### config.mk
export PLATFORM = sky130hd
export DESIGN_NAME = rotor_table_loader_flat
export DESIGN_NICKNAME = d
export VERILOG_FILES = /design/src/rtl/rotor_table_loader_if.sv /design/src/rtl/rotor_table_loader.sv /design/src/flat_wrapper.sv
export SDC_FILE = /design/constraint.sdc
export NUM_CORES = 1
export LEC_CHECK = 0
export CAP_MARGIN = 40
export CORE_ASPECT_RATIO = 1.5
export CORE_MARGIN = 4
export CORE_UTILIZATION = 45
export CTS_CLUSTER_SIZE = 16
export DETAILED_ROUTE_END_ITERATION = 12
export HOLD_SLACK_MARGIN = 0.08
export PLACE_DENSITY_LB_ADDON = 0.12
export SYNTH_ARGS = -nofsm -noshare
export SYNTH_HDL_FRONTEND = slang
export SYNTH_SLANG_ARGS = --single-unit
### constraint.sdc
create_clock -name clk -period 2 [get_ports clk]
set_clock_uncertainty 0.1 [all_clocks]
set_input_delay 0.4 -clock clk [delete_from_list [all_inputs] [get_ports clk]]
set_output_delay 0.4 -clock clk [all_outputs]
set_load 0.1 [all_outputs]
### src/rtl/rotor_table_loader_if.sv
// rtl/rotor_table_loader_if.sv - host entry stream handshake bundle for the rotor table loader
interface rotor_table_loader_if #(
  parameter int CODE_W = 6
);
  logic              in_valid;
  logic [CODE_W-1:0] in_data;
  logic              in_ready;

  modport master (
    output in_valid,
    output in_data,
    input  in_ready
  );

  modport slave (
    input  in_valid,
    input  in_data,
    output in_ready
  );
endinterface

### src/rtl/rotor_table_loader.sv
// rtl/rotor_table_loader.sv - replays host table entries as rotor/reflector load sequence (option: ROTOR_LOADER_PERM_CHECK_EN)
module rotor_table_loader #(
  parameter int TBL_DEPTH = 64,
  parameter int CODE_W    = 6,
  parameter int NUM_TBL   = 3
) (
  input  logic                  clk,
  input  logic                  srst_n,
  rotor_table_loader_if.slave   in_if,
  input  logic                  start,
  output logic                  load,
  output logic [1:0]            table_idx,
  output logic [CODE_W-1:0]     code_out,
  output logic                  busy,
  output logic                  done,
  output logic                  perm_err,
  output logic [1:0]            err_tbl
);

  typedef enum logic [1:0] {
    S_IDLE  = 2'd0,
    S_LOAD  = 2'd1,
    S_FLUSH = 2'd2,
    S_DONE  = 2'd3
  } state_t;

  state_t            state_q;
  logic [CODE_W-1:0] ent_q;
  logic [1:0]        tbl_q;
  logic              load_q;
  logic [1:0]        table_idx_q;
  logic [CODE_W-1:0] code_q;
  logic              busy_q;
  logic              done_q;

  logic beat;
  logic ent_last;
  logic tbl_last;

  // Handshake decode: ready depends on state only, so the host sees no comb path from its own valid.
  always_comb begin
    in_if.in_ready = (state_q == S_LOAD);
    beat           = in_if.in_valid & (state_q == S_LOAD);
    ent_last       = (ent_q == CODE_W'(TBL_DEPTH - 1));
    tbl_last       = (tbl_q == 2'(NUM_TBL - 1));
  end

  // Session FSM with counters and registered load/code/index outputs.
  always_ff @(posedge clk or negedge srst_n) begin
    if (!srst_n) begin
      state_q     <= S_IDLE;
      ent_q       <= '0;
      tbl_q       <= '0;
      load_q      <= 1'b0;
      table_idx_q <= '0;
      code_q      <= '0;
      busy_q      <= 1'b0;
      done_q      <= 1'b0;
    end else begin
      load_q <= beat;
      done_q <= 1'b0;
      if (beat) begin
        code_q      <= in_if.in_data;
        table_idx_q <= tbl_q;
      end
      case (state_q)
        S_IDLE: begin
          if (start) begin
            state_q <= S_LOAD;
            busy_q  <= 1'b1;
            ent_q   <= '0;
            tbl_q   <= '0;
          end
        end
        S_LOAD: begin
          if (beat) begin
            // Counter width equals log2(TBL_DEPTH), so the increment wraps to 0 on its own.
            ent_q <= ent_q + 1'b1;
            if (ent_last) begin
              if (tbl_last) begin
                state_q <= S_FLUSH;
                tbl_q   <= '0;
              end else begin
                tbl_q <= tbl_q + 1'b1;
              end
            end
          end
        end
        S_FLUSH: begin
          state_q <= S_DONE;
          busy_q  <= 1'b0;
          done_q  <= 1'b1;
        end
        S_DONE: begin
          state_q <= S_IDLE;
        end
        default: begin
          state_q <= S_IDLE;
          busy_q  <= 1'b0;
        end
      endcase
    end
  end

  assign load      = load_q;
  assign table_idx = table_idx_q;
  assign code_out  = code_q;
  assign busy      = busy_q;
  assign done      = done_q;

`ifdef ROTOR_LOADER_PERM_CHECK_EN
  logic [TBL_DEPTH-1:0] seen_q;
  logic                 perm_err_q;
  logic [1:0]           err_tbl_q;

  // Per-table seen mask; a repeated value flags the table, but the entry is still forwarded.
  always_ff @(posedge clk or negedge srst_n) begin
    if (!srst_n) begin
      seen_q     <= '0;
      perm_err_q <= 1'b0;
      err_tbl_q  <= '0;
    end else if ((state_q == S_IDLE) && start) begin
      seen_q     <= '0;
      perm_err_q <= 1'b0;
    end else if (beat) begin
      if (seen_q[in_if.in_data] && !perm_err_q) begin
        perm_err_q <= 1'b1;
        err_tbl_q  <= tbl_q;
      end
      if (ent_last) begin
        seen_q <= '0;
      end else begin
        seen_q <= seen_q | (TBL_DEPTH'(1) << in_if.in_data);
      end
    end
  end

  assign perm_err = perm_err_q;
  assign err_tbl  = err_tbl_q;
`else
  assign perm_err = 1'b0;
  assign err_tbl  = 2'b00;
`endif

endmodule

### src/flat_wrapper.sv
// flat-port wrapper written by rule: the top's interface ports become plain ports
module rotor_table_loader_flat 
#(
  parameter int TBL_DEPTH = 64,
  parameter int CODE_W    = 6,
  parameter int NUM_TBL   = 3
)
  (clk, srst_n, start, load, table_idx, code_out, busy, done, perm_err, err_tbl, in_if_in_valid, in_if_in_data, in_if_in_ready);
  rotor_table_loader_if #(.CODE_W(CODE_W)) in_if_i ();
  input  logic clk;
  input  logic srst_n;
  input  logic start;
  output logic load;
  output logic [1:0] table_idx;
  output logic [CODE_W-1:0] code_out;
  output logic busy;
  output logic done;
  output logic perm_err;
  output logic [1:0] err_tbl;
  input wire logic [$bits(in_if_i.in_valid)-1:0] in_if_in_valid;
  input wire logic [$bits(in_if_i.in_data)-1:0] in_if_in_data;
  output wire logic [$bits(in_if_i.in_ready)-1:0] in_if_in_ready;
  assign in_if_i.in_valid = in_if_in_valid;
  assign in_if_i.in_data = in_if_in_data;
  assign in_if_in_ready = in_if_i.in_ready;
  rotor_table_loader #(.TBL_DEPTH(TBL_DEPTH), .CODE_W(CODE_W), .NUM_TBL(NUM_TBL)) u_core (.clk(clk), .srst_n(srst_n), .in_if(in_if_i), .start(start), .load(load), .table_idx(table_idx), .code_out(code_out), .busy(busy), .done(done), .perm_err(perm_err), .err_tbl(err_tbl));
endmodule
==> impl_metrics.env <==
export IMPL_maxCapViolCount=0
export IMPL_drt_initial_drc_count=17
export IMPL_layout_commonest_cell="dfrtp_1"
export IMPL_cp_start_kind="flop"
export IMPL_drtPass1Iterations=4
export IMPL_gp_congestion=0.8223
export IMPL_syn_area_per_cell_um2=10.96
export IMPL_final_cell_mix="21 x dfrtp_1, 16 x buf_4, 10 x nand2_1"
export IMPL_root_buffer="clkbuf_4"
export IMPL_port_buffers=21
export IMPL_netlist_instances=95
export IMPL_cp_max_fo=7
export IMPL_numCtsBuffers=3
export IMPL_async_flop_share=1.000
export IMPL_synth_edf_count=0
export IMPL_start_util=0.4661
export IMPL_drt_wl_total_um=2052
export IMPL_end_kind="flop"
export IMPL_postRouteAntennaNets=0
export IMPL_cts_tree="built"
export IMPL_die_w_um=47.27
export IMPL_grt_pass1_vias=857
export IMPL_slew_violations=0
export IMPL_crit_arrival_ns=1.97
export IMPL_viasPerCell=5.415
export IMPL_cts_hold_buf=0
export IMPL_dp_hpwl_um=1615
export IMPL_n_fill_cell=188
export IMPL_yosysSeqAreaShare=0.5048
export IMPL_coreArea_mm2=0.002233
export IMPL_synth_distinct_cells=32
export IMPL_syn_to_final_growth_pct=32.09
export IMPL_vias=796
export IMPL_synth_top_flop_cell="dfrtp_1"
export IMPL_regToRegEndpoint="u_core.tbl_q[1]$_DFFE_PN0P_"
export IMPL_reg2reg_depth=7
export IMPL_grt_pass1_wl_um=3519
export IMPL_insertion_delay_ns=0.30
export IMPL_antennaDiodeCount=0
export IMPL_setup_worst_path_class="reg2reg"
export IMPL_r2r_start="u_core.state_q[0]$_DFFE_PN0P_"
export IMPL_synth_seq_cells=21
export IMPL_yosys_warnings=0
export IMPL_placementRows=21
export IMPL_cts_htree_levels=1
export IMPL_die_y_um=66.91
export IMPL_track_usage=0.1554
export IMPL_hold_path_class="in2async"
export IMPL_finalSetupTns_ns=0
export IMPL_dieArea_mm2=0.003163
export IMPL_status="complete, no violations"
export IMPL_worst_ep_required_time_ns=2.15
export IMPL_mappedNetlistArea_mm2=0.001041
export IMPL_clock_path_buffers=2
export IMPL_min_period_over_period=0.9103
export IMPL_clock_sinks=21
export IMPL_antenna_found_initial=0
export IMPL_clkTransAtPathRegs_ns=0.13
export IMPL_fmax_mhz=549.3
export IMPL_ioPinCount=25
export IMPL_hold_viol=0
export IMPL_fin_nets=139
export IMPL_rsz0062_at_grt="false"
export IMPL_drive_gt1_frac=0.2903
export IMPL_post_cts_buffers=0
export IMPL_reg2reg_setup_slack_ns=0.18
export IMPL_fin_crit_ns=1.821
export IMPL_drc=0
export IMPL_cts_resized_gates=0
export IMPL_grt_overflow=0
export IMPL_setup_viol=0
export IMPL_wl_per_cell_um=13.96
export IMPL_grt_max_degree=22
-- area by class of cell --
| class | instances | area, µm² | area share |
|---|---|---|---|
| clock inverter | 1 | 7.507 | 0.005460 |
| timing repair buffer | 29 | 290.3 | 0.2111 |
| tap | 23 | 28.78 | 0.02093 |
| multi-input combinational | 65 | 481.7 | 0.3503 |
| inverter | 5 | 18.77 | 0.01365 |
| clock buffer | 3 | 22.52 | 0.01638 |
| sequential | 21 | 525.5 | 0.3822 |
-- logic make-up after synthesis --
kind of cell,Yosys count,share of synthesized area
buffers and inverters,11,0.05168
AND/OR/NAND/NOR,29,0.1454
XOR/XNOR,2,0.01683
adder cells (fa/ha/maj),4,0.04808
flip-flops,21,0.5048
AO/OA/AOI/OAI,18,0.1310
multiplexers,9,0.09856
other,1,0.003602
-- synthesized netlist by cell type (all sizes together) (2+ instances only) --
library cell / number / area, µm²
dfrtp: 21 / 525.5
nand2: 10 / 37.54
mux2: 7 / 78.83
inv: 5 / 18.77
nor2: 5 / 18.77
a22o: 4 / 35.03
buf: 4 / 27.52
ha: 4 / 50.05
nand3: 4 / 20.02
o21ai: 4 / 20.02
nor3: 3 / 15.01
a21o: 2 / 15.01
clkbuf: 2 / 7.510
mux2i: 2 / 23.77
nor2b: 2 / 12.51
nor4: 2 / 18.77
xnor2: 2 / 17.52
-- worst max path at each step --
stage                                   from                            end  slack (ns)  depth (start not counted)
2_1_floorplan  u_core.state_q[1]$_DFFE_PN0P_  u_core.state_q[0]$_DFFE_PN0P_        0.17                          6
3_3_place_gp                  in_if_in_valid  u_core.state_q[0]$_DFFE_PN0P_        0.13                          4
3_5_place_dp                  in_if_in_valid  u_core.state_q[0]$_DFFE_PN0P_         0.1                          4
4_1_cts        u_core.state_q[0]$_DFFE_PN0P_    u_core.tbl_q[1]$_DFFE_PN0P_        0.17                          7
5_1_grt        u_core.state_q[0]$_DFFE_PN0P_    u_core.tbl_q[1]$_DFFE_PN0P_        0.03                          7
6_report       u_core.state_q[0]$_DFFE_PN0P_    u_core.tbl_q[1]$_DFFE_PN0P_        0.18                          7
-- sequential cells by signal (all words and copies together), names as in the netlist --
signal,flops
u_core.ent_q,6
u_core.code_out,6
u_core.busy,1
u_core.done,1
u_core.table_idx,2
u_core.load,1
u_core.state_q,2
u_core.tbl_q,2
-- metrics by stage --
| stage | setup slack (ns) | instances | util | hold slack (ns) | cell area (µm²) |
|---|---|---|---|---|---|
| after floorplan | 0.1721 | 97 | - | 0.004409 | 1061 |
| after global placement | 0.1293 | 143 | 0.6022 | 0.3873 | 1345 |
| after detailed placement | 0.09903 | 143 | 0.6022 | 0.4002 | 1345 |
| after CTS | 0.1701 | 147 | 0.6157 | 0.3274 | 1375 |
| after global routing | 0.03375 | 147 | 0.6157 | 0.3358 | 1375 |
| final | 0.1794 | 147 | 0.6157 | 0.3280 | 1375 |
-- per-layer routing --
| metal | vias to the layer above | part of all wire | global-route usage |
|---|---|---|---|
| li1 | 390 | - | - |
| met1 | 391 | 0.37 | 0.1587 |
| met2 | 13 | 0.57 | 0.2785 |
| met3 | 2 | 0.045 | 0.03514 |
| met4 | 0 | 0.010 | 0.07266 |
| met5 | - | 0 | 0 |
-- critical path, stage by stage, from the launching register on --
cell       delay [ns]
dfrtp_1          0.44
inv_1            0.09
ha_1             0.29
nor2b_1          0.16
buf_4            0.16
nor4_1           0.26
o2bb2ai_1        0.14
a22o_1           0.14
Power is left out: the tool's default activity adds up to more than one toggle a clock period on the data nets, which glitch-free logic cannot reach.
==> RTL change 1: new RTL, same settings <==
The option `ROTOR_LOADER_PERM_CHECK_EN` is turned on by a define.
--- a/src/rtl/rotor_table_loader.sv
+++ b/src/rtl/rotor_table_loader.sv
@@ -1,4 +1,6 @@
 // rtl/rotor_table_loader.sv - replays host table entries as rotor/reflector load sequence (option: ROTOR_LOADER_PERM_CHECK_EN)
+`define ROTOR_LOADER_PERM_CHECK_EN
+
 module rotor_table_loader #(
   parameter int TBL_DEPTH = 64,
   parameter int CODE_W    = 6,
Function: changed (a bounded check fails within 4 cycles, from zero or initial values and one cycle with srst_n low).
==> RTL change 1 against the unedited design <==
The run now ends with setup timing left; hold slack better by 0.066 ns; cell area rose to 4.1 times the old value; sequential cell count up 67; area after synthesis rose to 3.9 times the old value; setup slack worse by 0.19 ns; register-to-register slack worse by 0.18 ns; wire length rose to 5.3 times the old value; non-clock buffer count up 77; largest cell class unchanged; highest routed layer unchanged.
==> RTL change 1: results <==
set metrics [dict create \
    status "finished, violations left" \
    violations "setup timing" \
    drt_first_pass_iters 4 \
    n_antenna_cell 0 \
    root_buffer "clkbuf_16" \
    largest_reg_flops 64 \
    place_inst 568 \
    rr_startpoint "u_core.state_q[1]" \
    antenna_found_initial 0 \
    yosysWarningCount 0 \
    grt_max_degree 89 \
    cts_inserted_buffers 9 \
    fin_ws_ns -0.0112 \
    async_reset_ff_share_pct 100 \
    wl_per_cell_um 18.2 \
    place_ws_ns -0.521 \
    place_area_um2 5060 \
    synthTopCellsByArea "dfrtp_1, a21oi_1, nor2_1" \
    crit_family "buffers and inverters" \
    multiInputGateArea_um2 1860 \
    nets 496 \
    drtIter0Drc 232 \
    p_leak_uw 0.00272 \
    first_global_vias 3229 \
    worst-r2r-setup-slack_ns 0 \
    worstRegToRegCells 10 \
    setup_viol 3 \
    ys_seq_area_share_pct 53.6 \
    worstSkewPairLatency_ns 0.34 \
    ys_top_cells_by_count "dfrtp_1, nor2_1, a21oi_1, nand2_1, mux2i_1" \
    synth.distinct_cells 51 \
    n_fill_cell 725 \
    fin_tns_setup_ns -0.0185 \
    port_buffers 24 \
    cpMaxStageDelayCell "clkdlybuf4s50_1" \
    p_int_uw 4380 \
    syn_inst 388 \
    via_per_inst 5.66 \
    path_max_fanout 12 \
    grt_usage_pct 20.3 \
    crit_start "in_if_in_data[4]" \
    dp_hpwl_mm 7.16 \
    arrival_ns 2.14 \
    hp-class "register to register" \
    final_cells 597 \
    slowest_delay_ns 0.41 \
    gp_congestion 0.848 \
    top_register "u_core.seen_q" \
    htreeDepth 3 \
    hold_slack_ns 0.394 \
    drive_gt1_share_pct 33.9 \
    grt_pass1_wl_mm 16.9 \
    clkTransAtPathRegs_ns 0.06 \
    cts_buffer_depth 2 \
    endpoint "u_core.err_tbl[1]" \
]
RTL change 1: cell families after synthesis:
kind of cell | synth area share [%]
xor gates and xnor gates | 0.427
AOI/OAI and AO/OA | 13.3
and+or+nand+nor | 14.2
muxes | 13.0
buffers and inverters | 4.18
DFF | 53.6
adders and majority gates | 1.22
RTL change 1: area by class of cell:
class	instances	share of cell area (%)
sequential	88	38.8
multi-input combinational	272	32.8
timing repair buffer	106	20.0
clock buffer	11	4.27
tap	110	2.42
clock inverter	5	1.41
inverter	5	0.330
RTL change 1: timing repair:
action / CTS / global route
pin swaps: 5 / 10
buffers inserted: 2 / 6
cloned: 0 / 4
endpoints found under the setup margin: 3 / 72
endpoints found under the hold margin: 88 / 0
gates resized for setup: 12 / 21
hold buffers: 1 / 0
RTL change 1: routing by layer:
metal / global-route usage [%] / share of wire, %
met1: 27.3 / 41
met5: 0 / 0
met4: 6.34 / 2.3
met3: 4.48 / 5.0
met2: 32.8 / 52
==> RTL change 2: new RTL, same flow settings <==
Made on the original files. Re-encode `state_t` (4 states) as one-hot, 4 bits wide.
--- a/src/rtl/rotor_table_loader.sv
+++ b/src/rtl/rotor_table_loader.sv
@@ -17,11 +17,11 @@
   output logic [1:0]            err_tbl
 );
 
-  typedef enum logic [1:0] {
-    S_IDLE  = 2'd0,
-    S_LOAD  = 2'd1,
-    S_FLUSH = 2'd2,
-    S_DONE  = 2'd3
+  typedef enum logic [3:0] {
+    S_IDLE  = 4'b0001,
+    S_LOAD  = 4'b0010,
+    S_FLUSH = 4'b0100,
+    S_DONE  = 4'b1000
   } state_t;
 
   state_t            state_q;
Function: no difference found for any inputs over 10 cycles, from zero or initial values and one cycle with srst_n low; not proved beyond that.
==> RTL change 2 against the unedited design <==
The flow now finishes with violations (setup timing); critical path depth fell by 4; core utilization up 1.6 points; cell area is 5.1% higher; first-iteration DRC count did not move; die area increased by 4.6%; synthesized cell count grew 16%; setup slack worse by 0.19 ns; wire length rose by 9.1%; area after synthesis up 5.4%; sequential cell count rose by 2.
==> RTL change 2: results <==
set metrics [dict create \
    status "finished, violations left" \
    violations "setup timing" \
    wl_per_cell_um 13.7 \
    place_inst 156 \
    globalRouteMet1Util_pct 17.6 \
    grt_max_degree 24 \
    wl_met2_mm 1.16 \
    gp_congestion 0.732 \
    via_per_inst 5.28 \
    r2r_end "u_core.ent_q[2]" \
    synthTopCellsByArea "dfrtp_1, nand2_1, o21ai_1" \
    rr_startpoint "u_core.state_q[0]" \
    ys_top_cells_by_count "nand2_1, dfrtp_1, o21ai_1" \
    place_ws_ns 0.0271 \
    ys_seq_area_share_pct 52.6 \
    arrival_ns 1.51 \
    drt_first_pass_iters 2 \
    synth_xor_area_share_pct 0.798 \
    fin_ws_ns -0.00655 \
    synth.distinct_cells 37 \
    worst-r2r-setup-slack_ns 0.14 \
    dp_hpwl_mm 1.73 \
    setup_viol 1 \
    synthAdderAreaFrac_pct 1.14 \
    routed_wl_mm 2.24 \
    fin_tns_setup_ns -0.00655 \
    first_global_vias 860 \
    power.total_uw 2390 \
    routedLengthMet1_um 888 \
    postCtsSetupBuffers 2 \
]
-- RTL change 2: worst max-delay path, cell delays in order (launching register included) --
cell      delay, ns
dfstp_2        0.39
or4b_4         0.58
clkinv_8       0.07
buf_12         0.16
-- RTL change 2: worst max-delay path by stage --
| stage | startpoint | endpoint | slack, ns |
|---|---|---|---|
| global placement | in_if_in_valid | u_core.state_q[1] | 0.05 |
| detailed placement | in_if_in_valid | u_core.state_q[1] | 0.03 |
| floorplan | u_core.state_q[2] | u_core.table_idx[0] | 0.05 |
| CTS | u_core.state_q[2] | in_if_in_ready | -0.04 |
| finish | u_core.state_q[0] | in_if_in_ready | -0.007 |
| global route | u_core.state_q[3] | in_if_in_ready | -0.07 |
-- RTL change 2: final cells by class --
type,count,area [µm²],share of cell area (%)
inverter,6,35.0,2.42
sequential,23,577,39.9
tap,23,28.8,1.99
multi-input combinational,77,455,31.5
clock buffer,4,26.3,1.82
timing repair buffer,30,323,22.3
